==> src/rtl/game_timer_sched_pkg.sv <==
// Shared types and helpers for the game delay-timer scheduler.
package game_timer_pkg;

  typedef enum logic [1:0] {IDLE, ARB, RUN, DONE} state_t;

  localparam logic [1:0] LEN_HALF = 2'd0;
  localparam logic [1:0] LEN_1S   = 2'd1;
  localparam logic [1:0] LEN_2S   = 2'd2;
  localparam logic [1:0] LEN_4S   = 2'd3;

  // Delay length in timer ticks for a 2-bit select code
  function automatic int unsigned len_ticks(input logic [1:0] sel, input int unsigned tick_hz);
    case (sel)
      LEN_HALF: return tick_hz / 2;
      LEN_1S:   return tick_hz;
      LEN_2S:   return 2 * tick_hz;
      default:  return 4 * tick_hz;
    endcase
  endfunction

  function automatic int unsigned cnt_width(input int unsigned tick_hz);
    return 32'($clog2(4 * tick_hz + 1));
  endfunction

endpackage

==> src/rtl/game_timer_sched_rr_arbiter.sv <==
// N-way one-hot arbiter; round-robin by default, fixed lowest-index priority
// when SCHED_STRICT_PRIO_EN is defined.
module rr_arbiter #(
  parameter int unsigned N = 3,
  localparam int unsigned IDX_W = $clog2(N)
) (
  input  logic         clk_50M,
  input  logic         i_Reset,
  input  logic [N-1:0] req,
  input  logic         adv,
  input  logic [N-1:0] owner,
  output logic [N-1:0] grant_c
);

`ifdef SCHED_STRICT_PRIO_EN

  logic found;
  logic unused_ok;

  assign unused_ok = ^{clk_50M, i_Reset, adv, owner};

  always_comb begin
    grant_c = '0;
    found   = 1'b0;
    for (int unsigned i = 0; i < N; i++) begin
      if (!found && req[i]) begin
        grant_c[i] = 1'b1;
        found      = 1'b1;
      end
    end
  end

`else

  logic [IDX_W-1:0] ptr;
  logic [IDX_W-1:0] idx;
  logic [IDX_W-1:0] own_idx;
  logic             found;

  // Scan requesters starting at the pointer, wrapping around
  always_comb begin
    grant_c = '0;
    found   = 1'b0;
    idx     = '0;
    for (int unsigned i = 0; i < N; i++) begin
      idx = IDX_W'((32'(ptr) + i) % N);
      if (!found && req[idx]) begin
        grant_c[idx] = 1'b1;
        found        = 1'b1;
      end
    end
  end

  always_comb begin
    own_idx = '0;
    for (int unsigned i = 0; i < N; i++) begin
      if (owner[i]) own_idx = IDX_W'(i);
    end
  end

  // Pointer moves to the requester after the one just served
  always_ff @(posedge clk_50M) begin
    if (i_Reset) begin
      ptr <= '0;
    end else if (adv) begin
      ptr <= (own_idx == IDX_W'(N - 1)) ? '0 : own_idx + IDX_W'(1);
    end
  end

`endif

endmodule

==> src/rtl/game_timer_sched.sv <==
// Shares the BlackJack game delay timer between N_REQ requesters.
// Build option: SCHED_STRICT_PRIO_EN selects fixed priority instead of round-robin.
module game_timer_sched
  import game_timer_pkg::*;
#(
  parameter  int unsigned N_REQ   = 3,
  parameter  int unsigned CLK_HZ  = 50000000,
  parameter  int unsigned TICK_HZ = 2000,
  localparam int unsigned PRE_DIV = CLK_HZ / TICK_HZ,
  localparam int unsigned PRE_W   = $clog2(PRE_DIV),
  localparam int unsigned CNT_W   = cnt_width(TICK_HZ)
) (
  input  logic               clk_50M,
  input  logic               i_Reset,
  input  logic [N_REQ-1:0]   i_Req,
  input  logic [2*N_REQ-1:0] i_Len,
  input  logic               i_Abort,
  output logic [N_REQ-1:0]   o_Grant,
  output logic [N_REQ-1:0]   o_Done,
  output logic               o_Busy,
  output logic [CNT_W-1:0]   o_Count,
  output logic               o_Tick
);

  state_t           state;
  logic [PRE_W-1:0] pre;
  logic [N_REQ-1:0] grant_c;
  logic [1:0]       arb_len;
  logic             adv;
  logic             cancel;
  logic             wrap;

  rr_arbiter #(.N(N_REQ)) u_arb (
    .clk_50M (clk_50M),
    .i_Reset (i_Reset),
    .req     (i_Req),
    .adv     (adv),
    .owner   (o_Grant),
    .grant_c (grant_c)
  );

  always_comb begin
    arb_len = '0;
    for (int unsigned i = 0; i < N_REQ; i++) begin
      if (grant_c[i]) arb_len = i_Len[2*i +: 2];
    end
  end

  assign cancel = i_Abort || !(|(i_Req & o_Grant));
  assign wrap   = (pre == PRE_W'(PRE_DIV - 1));
  assign adv    = (state == DONE) || ((state == RUN) && cancel);

  // Cancel is checked before the tick so it wins over a coinciding final tick
  always_ff @(posedge clk_50M) begin
    if (i_Reset) begin
      state   <= IDLE;
      pre     <= '0;
      o_Grant <= '0;
      o_Done  <= '0;
      o_Busy  <= 1'b0;
      o_Count <= '0;
      o_Tick  <= 1'b0;
    end else begin
      o_Done <= '0;
      o_Tick <= 1'b0;
      case (state)
        IDLE: begin
          if (|i_Req) begin
            state  <= ARB;
            o_Busy <= 1'b1;
          end
        end
        ARB: begin
          pre <= '0;
          if (|i_Req) begin
            state   <= RUN;
            o_Grant <= grant_c;
            o_Count <= CNT_W'(len_ticks(arb_len, TICK_HZ));
          end else begin
            state  <= IDLE;
            o_Busy <= 1'b0;
          end
        end
        RUN: begin
          if (cancel) begin
            state   <= IDLE;
            pre     <= '0;
            o_Grant <= '0;
            o_Count <= '0;
            o_Busy  <= 1'b0;
          end else if (wrap) begin
            pre <= '0;
            if (o_Count == CNT_W'(1)) begin
              state   <= DONE;
              o_Done  <= o_Grant;
              o_Count <= '0;
              o_Busy  <= 1'b0;
            end else begin
              o_Count <= o_Count - CNT_W'(1);
            end
          end else begin
            pre    <= pre + PRE_W'(1);
            o_Tick <= (pre == PRE_W'(PRE_DIV - 2));
          end
        end
        DONE: begin
          state   <= IDLE;
          o_Grant <= '0;
        end
        default: state <= IDLE;
      endcase
    end
  end

endmodule

==> config.mk <==
export PLATFORM = sky130hd
export DESIGN_NAME = game_timer_sched
export DESIGN_NICKNAME = d
export VERILOG_FILES = /design/src/rtl/game_timer_sched_pkg.sv /design/src/rtl/game_timer_sched_rr_arbiter.sv /design/src/rtl/game_timer_sched.sv
export SDC_FILE = /design/constraint.sdc
export NUM_CORES = 1
export LEC_CHECK = 0
export CORE_ASPECT_RATIO = 1.75
export CORE_MARGIN = 5
export CORE_UTILIZATION = 25
export CTS_CLUSTER_SIZE = 8
export DETAILED_ROUTE_END_ITERATION = 8
export RECOVER_POWER = 100
export SKIP_CTS_REPAIR_TIMING = 1
export SLEW_MARGIN = 20
export SYNTH_ARGS = -nofsm -noshare
export SYNTH_HDL_FRONTEND = slang
export SYNTH_SLANG_ARGS = --single-unit
==> constraint.sdc <==
create_clock -name clk_50M -period 5.2 [get_ports clk_50M]
set_clock_uncertainty 0.2 [all_clocks]
set_input_delay 1.04 -clock clk_50M [delete_from_list [all_inputs] [get_ports clk_50M]]
set_output_delay 1.04 -clock clk_50M [all_outputs]
set_load 0.03 [all_outputs]
==> flow_summary.yaml <==
run_status:
  run_status: "completed"
route:
  drtPass1Iterations: 6
  num_vias: 2319
  vias_per_cell: 4.94
  drc: 0
  routedWlPerCell_um: 13.7
  antenna_left: 0
  drt_iter0_markers: 149
  wl_um: 6410
timing:
  min_period_ns: 3.87
  tightest_slew_ns: 0.972
  finalSetupViolations: 0
  max_freq_mhz: 258
  rsz0062_at_grt: "false"
  relSlewSlack_pct: 34.7
  fin_crit_sh_pct: 74.4
  fin_tns_setup_ns: 0
  maxSlewViolCount: 0
  hold_viol: 0
setup_path:
  slowest_stage: "dlygate4sd3_1"
  worstPathArrival_ns: 3.86
  crit_family: "simple AND/OR/NAND/NOR gates"
  critPathBufInv: 1
  cpPeakStageDelay_ns: 0.79
  crit_chain: "dlygate4sd3_1 -> a222oi_1 -> nor3_1 -> nand2_4 -> nand2b_1 -> nor2_1 -> a31o_1 -> a32o_1"
  cp_max_fo: 13
  start_kind: "input pin"
  end_kind: "flip-flop"
  path_class: "in2reg"
  cp.required_ns: 5.19
synthesis:
  synthArstFlopShare_pct: 0
  yosysTopAreaCell: "dfxtp_1"
  syn_avg_cell_area_um2: 8.41
  synth-edff-count: 0
  synthCells: 310
  yosysSeqAreaShare_pct: 30.7
  yosys.area.top_type_share_pct: 30.7
  synth.top_cells.by_count: "40 x dfxtp_1, 39 x nor2_1, 31 x nand2_1"
  ys_seq_elements: 40
  synth_most_common_cell: "dfxtp_1"
  synth.distinct_cells: 71
  ys_warn_count: 0
  synthesis.nets: 335
  synth_flop_cell: "dfxtp_1"
  synthTopCellsByArea: "dfxtp_1 31%, ha_1 6.2%, nor2_1 5.6%"
  syn-cell-area_mm2: 0.00261
die:
  initial_core_util_pct: 25.5
  die_area_mm2: 0.0127
  dieWidth_um: 87.2
  core-area_mm2: 0.0102
  dieHeight_um: 145
  ios: 33
  rows: 49
pwr:
  vdd_drop_max_mv: 0.117
  total_leakage_power_nw: 1.22
  powerDensity_mw_per_mm2: 284
clock_network:
  clk_latency_ns: 0.29
  ctsHtreeMaxLevel: 2
  clkTransAtPathRegs_ns: 0.07
  cts_max_path_buffers: 2
  clockRootBuffer: "clkbuf_16"
  cts_made_buffers: 5
  cts_sinks: 40
  tritoncts: "built"
finish:
  final_nets: 366
  syn_to_final_growth_pct: 21.3
  multi_input_area_mm2: 0.00165
  regArea_um2: 801
  fillerInstances: 1042
  diodes: 0
  final_cell_count_no_fill: 469
  layout-drive-gt1-share_pct: 8.48
place:
  io_buffer_count: 32
  gp_congestion: 0.882
  dp_hpwl_um: 5000
  post-place-cells: 461
grt:
  overflow: 0
  grt_pass1_wl_um: 11200
  grt_pass1_vias: 2395
  grt_max_degree: 24
  grt.total_usage_pct: 10.8
  antenna_found_initial: 0
worst_hold_path:
  hold_path.class: "reg2reg"
run:
  maxCapViolCount: 0
==> layer usage <==
metal	vias up	global-route usage, %	part of all wire (%)	wire (µm)
met5	-	0	0	0
met4	0	5.76	3.3	213
met3	15	1.93	3.7	234
met2	44	19.5	54	3470
met1	1085	11.6	39	2490
li1	1175	-	-	-
==> final timing paths <==
kind	from	end	slack, ns	cells after the start
worst max-delay path	i_Req[2]	o_Count[3]	1.33	8
worst min-delay path	u_arb.ptr[0]	u_arb.ptr[0]	0.29	2
worst max register to register	state[0]	o_Count[3]	1.91	9
worst min register to register	u_arb.ptr[0]	u_arb.ptr[0]	0.29	2
==> worst min-delay path, stage by stage (launching register included) <==
cell and delay, ns:
dfxtp_1 0.33, nand2_1 0.06, a21oi_1 0.05
==> metrics by stage <==
step / setup WS, ns / hold WS (ns) / instance area, µm² / util (%) / power, mW
2_1_floorplan: 2.45 / 0.265 / 2610 / - / 0.501
3_3_place_gp: 1.67 / 0.275 / 3030 / 29.6 / 0.566
4_1_cts: 1.97 / 0.296 / 3200 / 31.2 / 0.921
6_report: 1.33 / 0.294 / 3160 / 30.9 / 0.899
5_1_grt: 1.12 / 0.324 / 3160 / 30.9 / 0.948
3_5_place_dp: 1.66 / 0.290 / 3030 / 29.6 / 0.568
==> registers in the layout (all words and copies together) (netlist names) <==
name,count
u_arb.ptr,2
state,2
o_Done,3
pre,15
o_Count,13
o_Busy,1
o_Grant,3
o_Tick,1
==> where the power goes <==
group          internal, mW  switching, mW  leakage, nW
combinational        0.0840          0.127        0.813
sequential            0.321         0.0194        0.325
clock                 0.225          0.122       0.0798
total                 0.630          0.268         1.22
==> kinds of logic after synthesis <==
family                   Yosys count  share of synthesized area [%]
AND/OR/NAND/NOR                  141                           30.8
AO/OA/AOI/OAI                     72                           20.3
flip-flops                        40                           30.7
buffers and inverters             25                           4.65
XOR/XNOR                          14                           4.70
adder cells (fa/ha/maj)           13                           6.24
multiplexers                       5                           2.59
==> cell type report <==
| class | count | area share, % |
|---|---|---|
| Clock inverter | 3 | 1.34 |
| Multi-Input combinational cell | 245 | 52.2 |
| Inverter | 17 | 2.02 |
| Clock buffer | 5 | 3.96 |
| Timing Repair Buffer | 32 | 10.1 |
| Tap cell | 127 | 5.02 |
| Sequential cell | 40 | 25.3 |
==> cell usage in the layout, fill, tap and decap left out, types with 5 or more instances in the layout <==
cell type and instances:
nand4_1 6, clkdlybuf4s50_1 10, and3_1 6, nor2_1 39, ha_1 13, nor3_1 9, clkbuf_16 5, a21oi_1 19
nand2_1 31, inv_1 17, dlygate4sd3_1 22, o21ai_0 18, nor4_1 6, dfxtp_1 40, nand3_1 6, xor2_1 11
nand2b_1 6
(Power assumes the default switching activity.)
